===== src/rtl/mp_add_seq_pkg.sv =====
`default_nettype none
// ============================================================================
// Module      : mp_add_seq_pkg
// Description : Shared definitions for the multi-precision sequential adder.
//               Holds the limb width and the controller state enumeration.
// Revision    : 1.0 - initial release
// ============================================================================
package mp_add_seq_pkg;

    // Width of one limb and of the shared adder
    localparam int LIMB_W = 32;

    // Controller states
    typedef enum logic [1:0] {
        IDLE = 2'd0,
        RUN  = 2'd1,
        DONE = 2'd2
    } state_t;

endpackage : mp_add_seq_pkg
`default_nettype wire


===== src/rtl/cla_32bit.sv =====
`default_nettype none
// ============================================================================
// Module      : cla_32bit
// Description : 32-bit carry-lookahead adder built from 4-bit lookahead
//               groups whose group carries ripple from group to group.
// Ports       : A, B   - addends
//               c_in   - carry in
//               sum    - A + B + c_in (low 32 bits)
//               c_out  - carry out of bit 31
// Revision    : 1.0 - initial release
// ============================================================================
module cla_32bit
    import mp_add_seq_pkg::*;
(
    input  logic [LIMB_W-1:0] A,
    input  logic [LIMB_W-1:0] B,
    input  logic              c_in,
    output logic [LIMB_W-1:0] sum,
    output logic              c_out
);

    logic [LIMB_W-1:0] w_g;
    logic [LIMB_W-1:0] w_p;
    logic [LIMB_W:0]   w_c;

    assign w_g    = A & B;
    assign w_p    = A ^ B;
    assign w_c[0] = c_in;

    // Each group derives its four internal carries directly from the group
    // carry-in, so only the group carry chain is serial.
    for (genvar k = 0; k < LIMB_W / 4; k++) begin : g_grp
        localparam int B0 = 4 * k;
        assign w_c[B0+1] = w_g[B0]
                         | (w_p[B0] & w_c[B0]);
        assign w_c[B0+2] = w_g[B0+1]
                         | (w_p[B0+1] & w_g[B0])
                         | (w_p[B0+1] & w_p[B0] & w_c[B0]);
        assign w_c[B0+3] = w_g[B0+2]
                         | (w_p[B0+2] & w_g[B0+1])
                         | (w_p[B0+2] & w_p[B0+1] & w_g[B0])
                         | (w_p[B0+2] & w_p[B0+1] & w_p[B0] & w_c[B0]);
        assign w_c[B0+4] = w_g[B0+3]
                         | (w_p[B0+3] & w_g[B0+2])
                         | (w_p[B0+3] & w_p[B0+2] & w_g[B0+1])
                         | (w_p[B0+3] & w_p[B0+2] & w_p[B0+1] & w_g[B0])
                         | (w_p[B0+3] & w_p[B0+2] & w_p[B0+1] & w_p[B0] & w_c[B0]);
    end

    assign sum   = w_p ^ w_c[LIMB_W-1:0];
    assign c_out = w_c[LIMB_W];

endmodule : cla_32bit
`default_nettype wire


===== src/rtl/mp_add_seq.sv =====
`default_nettype none
// ============================================================================
// Module      : mp_add_seq
// Description : Multi-precision add/subtract processing one 32-bit limb per
//               cycle through a single shared adder. Subtraction is done as
//               A + ~B + 1 (carry seeded with sub); carry=1 means no borrow.
// Ports       : clk, rst            - clock, async active-high reset
//               in_valid/in_ready   - operand handshake (op_a, op_b, sub)
//               out_valid/out_ready - result handshake (result, carry)
// Revision    : 1.0 - initial release
// ============================================================================
module mp_add_seq
    import mp_add_seq_pkg::*;
#(
    parameter int NWORDS = 4
) (
    input  logic                     clk,
    input  logic                     rst,
    input  logic                     in_valid,
    output logic                     in_ready,
    input  logic [LIMB_W*NWORDS-1:0] op_a,
    input  logic [LIMB_W*NWORDS-1:0] op_b,
    input  logic                     sub,
    output logic                     out_valid,
    input  logic                     out_ready,
    output logic [LIMB_W*NWORDS-1:0] result,
    output logic                     carry
);

    localparam int IDX_W = $clog2(NWORDS);

    state_t            r_state;
    logic              r_in_ready;
    logic              r_out_valid;
    logic [LIMB_W-1:0] r_a   [NWORDS];
    logic [LIMB_W-1:0] r_b   [NWORDS];
    logic [LIMB_W-1:0] r_res [NWORDS];
    logic              r_sub;
    logic              r_carry;
    logic [IDX_W-1:0]  r_idx;

    logic [LIMB_W-1:0] w_add_a;
    logic [LIMB_W-1:0] w_add_b;
    logic [LIMB_W-1:0] w_sum;
    logic              w_cout;
    logic              w_last;

    assign w_add_a = r_a[r_idx];
    assign w_add_b = r_b[r_idx] ^ {LIMB_W{r_sub}};
    assign w_last  = (r_idx == IDX_W'(NWORDS - 1));

    cla_32bit u_cla (
        .A     (w_add_a),
        .B     (w_add_b),
        .c_in  (r_carry),
        .sum   (w_sum),
        .c_out (w_cout)
    );

    always_ff @(posedge clk or posedge rst) begin
        if (rst) begin
            r_state     <= IDLE;
            r_in_ready  <= 1'b1;
            r_out_valid <= 1'b0;
            r_sub       <= 1'b0;
            r_carry     <= 1'b0;
            r_idx       <= '0;
            for (int i = 0; i < NWORDS; i++) begin
                r_a[i]   <= '0;
                r_b[i]   <= '0;
                r_res[i] <= '0;
            end
        end else begin
            case (r_state)
                IDLE: begin
                    if (in_valid) begin
                        for (int i = 0; i < NWORDS; i++) begin
                            r_a[i] <= op_a[i*LIMB_W +: LIMB_W];
                            r_b[i] <= op_b[i*LIMB_W +: LIMB_W];
                        end
                        r_sub      <= sub;
                        r_carry    <= sub;
                        r_idx      <= '0;
                        r_state    <= RUN;
                        r_in_ready <= 1'b0;
                    end
                end
                RUN: begin
                    r_res[r_idx] <= w_sum;
                    r_carry      <= w_cout;
                    if (w_last) begin
                        r_idx       <= '0;
                        r_state     <= DONE;
                        r_out_valid <= 1'b1;
                    end else begin
                        r_idx <= r_idx + IDX_W'(1);
                    end
                end
                DONE: begin
                    // Release returns to IDLE; in_valid is not looked at here,
                    // so no new set can be taken on the releasing edge.
                    if (out_ready) begin
                        r_state     <= IDLE;
                        r_out_valid <= 1'b0;
                        r_in_ready  <= 1'b1;
                    end
                end
                default: begin
                    r_state     <= IDLE;
                    r_out_valid <= 1'b0;
                    r_in_ready  <= 1'b1;
                end
            endcase
        end
    end

    for (genvar g = 0; g < NWORDS; g++) begin : g_out
        assign result[g*LIMB_W +: LIMB_W] = r_res[g];
    end

    assign carry     = r_carry;
    assign in_ready  = r_in_ready;
    assign out_valid = r_out_valid;

endmodule : mp_add_seq
`default_nettype wire


===== config.mk =====
export PLATFORM = sky130hd
export DESIGN_NAME = mp_add_seq
export DESIGN_NICKNAME = d
export VERILOG_FILES = /design/src/rtl/mp_add_seq_pkg.sv /design/src/rtl/cla_32bit.sv /design/src/rtl/mp_add_seq.sv
export SDC_FILE = /design/constraint.sdc
export NUM_CORES = 1
export LEC_CHECK = 0
export CORE_UTILIZATION = 46
export CTS_CLUSTER_DIAMETER = 80
export DETAILED_ROUTE_END_ITERATION = 16
export PLACE_DENSITY = 0.77
export SETUP_SLACK_MARGIN = 0.4
export SLEW_MARGIN = 20
export SYNTH_ARGS = -nofsm -noshare
export SYNTH_HDL_FRONTEND = slang
export SYNTH_SLANG_ARGS = --single-unit

===== constraint.sdc =====
create_clock -name clk -period 15.6 [get_ports clk]
set_input_delay 3.9 -clock clk [delete_from_list [all_inputs] [get_ports clk]]
set_output_delay 3.9 -clock clk [all_outputs]
set_load 0.05 [all_outputs]

=== After elaboration in Yosys (flattened, before gate mapping) ===
Index checks and enable logic that the tools add are counted.

* Register bits after elaboration: 392

* Add/sub/neg operators: 1
* Mux-type cells: 24
* Reduce and logical (&&, ||, !) cells: 8
* Bitwise logic cells: 215
* Equal/unequal tests: 6
* $lt $le $gt $ge: 2

{| class="wikitable"
|+ Operator list
! kind !! number
|-
| 2-to-1 mux 32 bit || 5
|-
| bitwise AND 1 bit || 128
|-
| binary-select mux 32 bit (select 2 bit) || 2
|-
| bitwise mux 128 bit || 1
|-
| XOR 32 bit || 3
|-
| bitwise OR 1 bit || 80
|-
| demux 32 bit (select 2 bit) || 1
|-
| bitwise AND 32 bit || 1
|-
| 2-to-1 mux 2 bit || 5
|-
| AND reduction 3 bit || 3
|-
| inequality test 2 bit (second input constant) || 3
|-
| case mux 1 bit (3 select lines) || 2
|-
| case mux 2 bit (3 select lines) || 1
|-
| 2-to-1 mux 1 bit || 5
|-
| == test 2 bit (second input constant) || 2
|-
| case mux 2 bit (2 select lines) || 1
|-
| AND reduction 2 bit || 2
|-
| greater-or-equal comparator 3 bit (second input constant) || 1
|-
| < comparator 3 x 1 -> 1 bit (second input constant) || 1
|-
| NOT 2 -> 3 bit || 1
|-
| adder 2 x 1 -> 2 bit (second input constant) || 1
|-
| == test 2 x 1 -> 1 bit (second input constant) || 1
|-
| zero test 2 bit || 1
|-
| NOT 1 bit || 2
|-
| other kinds (3) || 3
|}

=== Depth between registers and ports, before layout ===
Gate-level depths: netlist of the first run.

* Depth after elaboration: 27
* Mapped depth: 15

=== Cells and area by module ===
Synthesis of the first run repeated with hierarchy kept, for this count alone.

* Cell total of the unflattened synthesis: 1127
* Area total of the unflattened synthesis: 18176.2 µm²

{| class="wikitable"
|+ By module, submodules not included
! module !! instances !! cells an instance !! area each (µm²)
|-
| mp_add_seq || 1 || 967 || 16792.4
|-
| cla_32bit || 1 || 160 || 1383.8
|}

=== Least setup slack after synthesis of the first run ===
Ideal clock, no wire load.

* Kind: input -> register
* Start: in in_valid
* End: reg r_a[100] (netlist name)
* Cell stages on the path: 5
* Library setup time: 0.065 ns
* Path slack: 10.518 ns
* Path buffers: 2
* Required time: 15.535 ns
* Data arrival time: 5.017 ns
* Cells stage by stage: nor3b_1 clkbuf_1 buf_1 nand2_1 nand2_1

* Cells in the longest elaborated chain, start to end: 1

{| class="wikitable"
|+ Ends and longest elaborated chain
! item !! line !! source
|-
| start: declaration || mp_add_seq.sv:19 || <nowiki>input logic in_valid,</nowiki>
|-
| AND reduction 2 bit (no source line) || - ||
|-
| end signal: indexed assignment || mp_add_seq.sv:78 || <nowiki>r_a[i] <= op_a[i*LIMB_W +: LIMB_W];</nowiki>
|-
| end: declaration || mp_add_seq.sv:35 || <nowiki>logic [LIMB_W-1:0] r_a [NWORDS];</nowiki>
|}

Every way passes these cells.
A chain may end at the register's enable or synchronous reset.

==> flow_summary.yaml, run 1 <==
outcome:
  status: "complete, no violations"
logic_synthesis:
  yosysTopAreaCell: "dfrtp_1"
  synthesis.area_mm2: 0.0175
  synth_simple_gate_area_share_pct: 20.6
  yosys-top-cells-count: "nand2_1, dfrtp_1, o21ai_0"
  synthArstFlopShare_pct: 100
  synth_edf_count: 0
  yosysSeqAreaShare_pct: 56.0
  yosys_warnings: 0
  syn_area_per_cell_um2: 9.69
  synthCells: 1809
  synth_xor_area_share_pct: 2.70
  synth_top_family_by_area: "simple AND/OR/NAND/NOR gates"
  synth-compound-area-share_pct: 5.52
  synthFlopType: "dfrtp_1"
  synth_cell_type_count: 42
  synth-seq-cells: 392
  synth.most_common_cell: "nand2_1"
  synth.top_cells.by_area: "dfrtp_1, nand2_1, mux4_2, o21ai_0, ha_1"
  netlist.area_leader.share_pct: 55.8
  synthMuxAreaShare_pct: 9.05
  synthAdderAreaFrac_pct: 3.48
  syn_nets: 2114
floorplan:
  ios: 392
  die_h_um: 197
  die_area_mm2: 0.0389
  initial_utilization_pct: 46.7
  core_area_mm2: 0.0376
  fp.dieW_um: 197
  row_count: 71
clock_tree:
  cts_buffers: 42
  cts_sinks: 392
  cts_max_level: 2
  postCtsSetupBuffers: 0
  clkTransAtPathRegs_ns: 0.05
  root_buffer: "clkbuf_16"
  clockBufferDepth: 3
  tritoncts: "done"
  cts_hold_buf: 0
  cts_repair_resize_count: 0
  clock_latency_ns: 0.56
detailed_routing:
  ant_nets: 0
  finalWirelength_um: 48400
  viasPerCell: 5.14
  vias: 13900
  dr_wl_met3_um: 2940
  top_layer: "met4"
  dr.pass1.iters: 5
  dr_wl_met2_um: 22500
  wirelength_met1_um: 21900
  drc_errors: 0
  drtIter0Drc: 828
  wl_per_cell_um: 18.0
setup_path:
  r2r_end: "result[61]$_DFFE_PP0P_"
  slowest_delay_ns: 0.89
  endpoint: "r_a[63]$_DFFE_PP0P_"
  required_ns: 16.13
  start_kind: "input pin"
  crit_fanout: 180
  r2r_start: "r_idx[0]$_DFFE_PP0P_"
  worstPathArrival_ns: 6.91
  path_cells: "clkdlybuf4s50_1 > inv_8 > buf_12 > buf_4"
  crit_start: "rst"
  worst-r2r-setup-slack_ns: 10.14
  reg2reg_depth: 13
  crit_slowest_cell: "buf_4"
  worst-setup-path-type: "in2async"
  endpoint_kind: "asynchronous set/reset pin"
layout:
  layout-drive-gt1-share_pct: 7.42
  fin_nets: 2459
  areaGrowthSynthToFinish_pct: 32.8
  multiInputGateArea_mm2: 0.00726
  seqCellArea_mm2: 0.00982
  nFillCells: 3097
  final_util_pct: 62.0
  stdcell_count: 2696
global_route:
  grt_pass1_wl_um: 76000
  grt_pass1_vias: 14100
  grt_util_all_layers_pct: 25.3
  overflow: 0
  antenna_found_initial: 2
  grt_max_degree: 261
timing:
  fin_crit_sh_pct: 40.9
  rsz0062_at_grt: "false"
  final_hold_viol_count: 0
  post-route-min-period_ns: 6.38
  fin_skew_ns: 0.0162
  max_slew_margin_pct: 26.1
  max_slew.worst_pin.slew_ns: 1.11
  fmax_ghz: 0.157
  slew_viol_final: 0
  setup_viol: 0
  final.setup.tns_ns: 0
worst_hold_path:
  hold_path.class: "reg2reg"
placement:
  dp_hpwl_um: 33500
  gp_congestion: 0.841
  place_inst: 2619
  port_buffers: 391
flow_run:
  drv_cap: 0
==> worst max-delay path: cells and delay by family <==
kind	cells	cell delay, ns
buffers and inverters	4	2.62
==> final cells by class <==
cell class                      instances  share of cell area (%)
Timing Repair Buffer                  403                    17.5
Sequential cell                       392                    42.2
Tap cell                              511                    2.75
Clock inverter                          6                   0.467
Inverter                               22                   0.387
Clock buffer                           66                    5.48
Multi-Input combinational cell       1293                    31.2
Antenna cell                            3                  0.0322
==> logic make-up after synthesis <==
group	after synthesis
fa+ha+maj	44
buf+inv	124
xor+xnor	54
mux	77
simple gates	944
compound gates	174
flops	392
==> placed cells by master (no fill, tap or decap), drive strengths merged, types with 2 or more instances in the layout <==
cell type and instances:
a21o 4, a21oi 19, xnor2 14, clkbuf 66, nand3 10, xor2 40
mux2 12, fa 8, inv 22, bufinv 3, a211oi 2, clkinv 3
nand2 905, buf 12, mux4 64, dfrtp 391, ha 36, diode 3
o21ai 122, o21a 2, nand4 2, o211ai 2, o21bai 7, nand2b 2
a31oi 4, nor3 5, o31ai 7, clkdlybuf4s50 391, nor2b 3, nor2 13
a221oi 2
==> routing by layer <==
layer / vias up / track usage (%)
met4: 0 / 7.95
met2: 513 / 39.6
met1: 6745 / 36.5
li1: 6535 / -
met5: - / 0
met3: 73 / 3.60
==> sequential cells by signal (all words and copies together), names as in the netlist <==
name,cells
r_a,128
r_b,128
result,128
r_idx,2
r_state,2
carry,1
in_ready,1
out_valid,1
r_sub,1
==> worst min path at each step <==
stage	from	slack [ns]	cells after the start	to
3_5_place_dp	r_a[88]$_DFFE_PP0P_	0.46	2	r_a[88]$_DFFE_PP0P_
2_1_floorplan	r_a[32]$_DFFE_PP0P_	0.44	2	r_a[32]$_DFFE_PP0P_
5_1_grt	r_b[61]$_DFFE_PP0P_	0.49	2	r_b[61]$_DFFE_PP0P_
6_report	r_a[76]$_DFFE_PP0P_	0.47	2	r_a[76]$_DFFE_PP0P_
4_1_cts	r_a[88]$_DFFE_PP0P_	0.47	2	r_a[88]$_DFFE_PP0P_
3_3_place_gp	r_b[26]$_DFFE_PP0P_	0.45	2	r_b[26]$_DFFE_PP0P_
==> through the flow <==
| stage | instance area [µm²] | hold WS, ns | worst slack [ns] |
|---|---|---|---|
| final | 23300 | 0.468 | 9.22 |
| after global routing | 23300 | 0.494 | 8.76 |
| after CTS | 23200 | 0.471 | 9.10 |
| after detailed placement | 21800 | 0.457 | 8.53 |
| after global placement | 21800 | 0.452 | 8.63 |
| after floorplan | 17500 | 0.440 | 0.804 |
Power of run 1 is not shown: default switching activity piles up to over one toggle a cycle in this logic, so the estimate is an artifact.
==> run 2, diff against run 1 <==
clock period = 5.5 ns   (was 15.6 ns; I/O delays follow)
==> run 2 against run 1 <==
Against the previous run:
- via count up 2.5%
- largest cell class unchanged
- critical endpoint is now result[124]$_DFFE_PP0P_
- register-to-register slack worse by 9.2 ns
- sequential share of layout area decreased by 0.23 points
- worst setup slack got worse by 8.3 ns
==> flow_summary.yaml, run 2 (same netlist as run 1, synthesis figures left out) <==
floorplan:
  ios: 392
  core_area_mm2: 0.0376
  row_count: 71
  fp.dieW_um: 197
  initial_utilization_pct: 46.7
  die_h_um: 197
  die_area_mm2: 0.0389
placement:
  dp_hpwl_um: 37000
  port_buffers: 391
  gp_congestion: 0.882
  place_area_mm2: 0.0219
detailed_routing:
  finalWirelength_um: 50400
  viasPerCell: 5.25
  drc_errors: 0
  vias: 14200
  ant_nets: 0
  drtIter0Drc: 1127
  dr.pass1.iters: 6
  wl_per_cell_um: 18.6
global_route:
  grt_util_all_layers_pct: 26.3
  grt_pass1_wl_um: 78900
  grt_pass1_vias: 14200
  antenna_found_initial: 3
  overflow: 0
  grt_max_degree: 135
setup_path:
  endpoint_kind: "flip-flop"
  r2r_start: "r_idx[0]$_DFFE_PP0P_"
  worst-setup-path-type: "reg2reg"
  start_kind: "flip-flop"
  worst-r2r-setup-slack_ns: 0.92
  required_ns: 5.94
  crit_fanout: 48
  worstPathArrival_ns: 5.02
  r2r_end: "result[124]$_DFFE_PP0P_"
  reg2reg_depth: 12
  endpoint: "result[124]$_DFFE_PP0P_"
  crit_start: "r_idx[0]$_DFFE_PP0P_"
clock_tree:
  clkTransAtPathRegs_ns: 0.06
  root_buffer: "clkbuf_16"
  cts_hold_buf: 0
  tritoncts: "done"
  cts_max_level: 2
  cts_sinks: 392
  clockBufferDepth: 3
  cts_buffers: 41
  cts_repair_resize_count: 0
  clock_latency_ns: 0.54
  postCtsSetupBuffers: 0
flow_run:
  drv_cap: 0
layout:
  nFillCells: 3055
  stdcell_area_mm2: 0.0234
  final_common_cell: "nand2_1"
  layout_common_cells: "nand2_1, clkdlybuf4s50_1, dfrtp_1, o21ai_0, mux4_2"
  fin_nets: 2466
  areaGrowthSynthToFinish_pct: 33.5
  layout-drive-gt1-share_pct: 8.26
timing:
  slew_viol_final: 0
  setup_viol: 0
  fin_skew_ns: 0.0148
  post-route-min-period_ns: 4.58
  rsz0062_at_grt: "false"
  fmax_ghz: 0.218
  fin_crit_sh_pct: 83.3
  final_hold_viol_count: 0
  max_slew.worst_pin.slew_ns: 0.948
  max_slew_margin_pct: 36.8
outcome:
  status: "complete, no violations"
worst_hold_path:
  hold_path.class: "reg2reg"
## run 2: final cells by class
type                       instances  area, µm²  area share [%]
sequential                       392       9820            41.9
multi-input combinational       1293       7270            31.0
timing repair buffer             411       4140            17.7
clock buffer                      62       1290            5.50
tap                              511        639            2.73
clock inverter                    12        170           0.727
inverter                          22       86.3           0.369
antenna                            2       5.00          0.0214
## run 2: stage by stage
stage	setup WS [ns]	hold WS, ns	cells	util, %	setup TNS (ns)
detailed placement	0.906	0.457	2629	58.4	0
CTS	0.869	0.472	2703	62.3	0
finish	0.921	0.470	2705	62.3	0
global placement	0.995	0.453	2629	58.4	0
global route	0.620	0.489	2704	62.3	0
floorplan	-1.15	0.440	1809	-	-448.89
## run 2: layer usage
metal  vias up  global-route usage [%]  routed length [µm]
li1       6556                       -                   -
met3        94                    4.30                3710
met5         -                       0                  13
met2       622                    40.6               22800
met1      6938                    38.8               22600
met4         2                    6.86                1240
## run 2: worst min path at each step
| stage | from | to | slack (ns) | cells after the start |
|---|---|---|---|---|
| final | r_a[42]$_DFFE_PP0P_ | r_a[42]$_DFFE_PP0P_ | 0.47 | 2 |
| after global routing | r_a[90]$_DFFE_PP0P_ | r_a[90]$_DFFE_PP0P_ | 0.49 | 2 |
| after CTS | r_b[0]$_DFFE_PP0P_ | r_b[0]$_DFFE_PP0P_ | 0.47 | 2 |
| after detailed placement | r_a[42]$_DFFE_PP0P_ | r_a[42]$_DFFE_PP0P_ | 0.46 | 2 |
| after global placement | r_b[28]$_DFFE_PP0P_ | r_b[28]$_DFFE_PP0P_ | 0.45 | 2 |
| after floorplan | r_a[32]$_DFFE_PP0P_ | r_a[32]$_DFFE_PP0P_ | 0.44 | 2 |
## run 2: critical path, stage by stage (launching register included)
cell and delay (ns):
dfrtp_4 1.05, buf_4 0.36, mux4_2 0.54, xor2_1 0.16
ha_1 0.40, a21o_1 0.20, a21o_1 0.18, a21oi_1 0.17
o21ai_0 0.19, o21ai_1 0.34, and2_1 0.22, fa_1 0.43
o21ai_0 0.22
Power of run 2 is left out for the same reason.
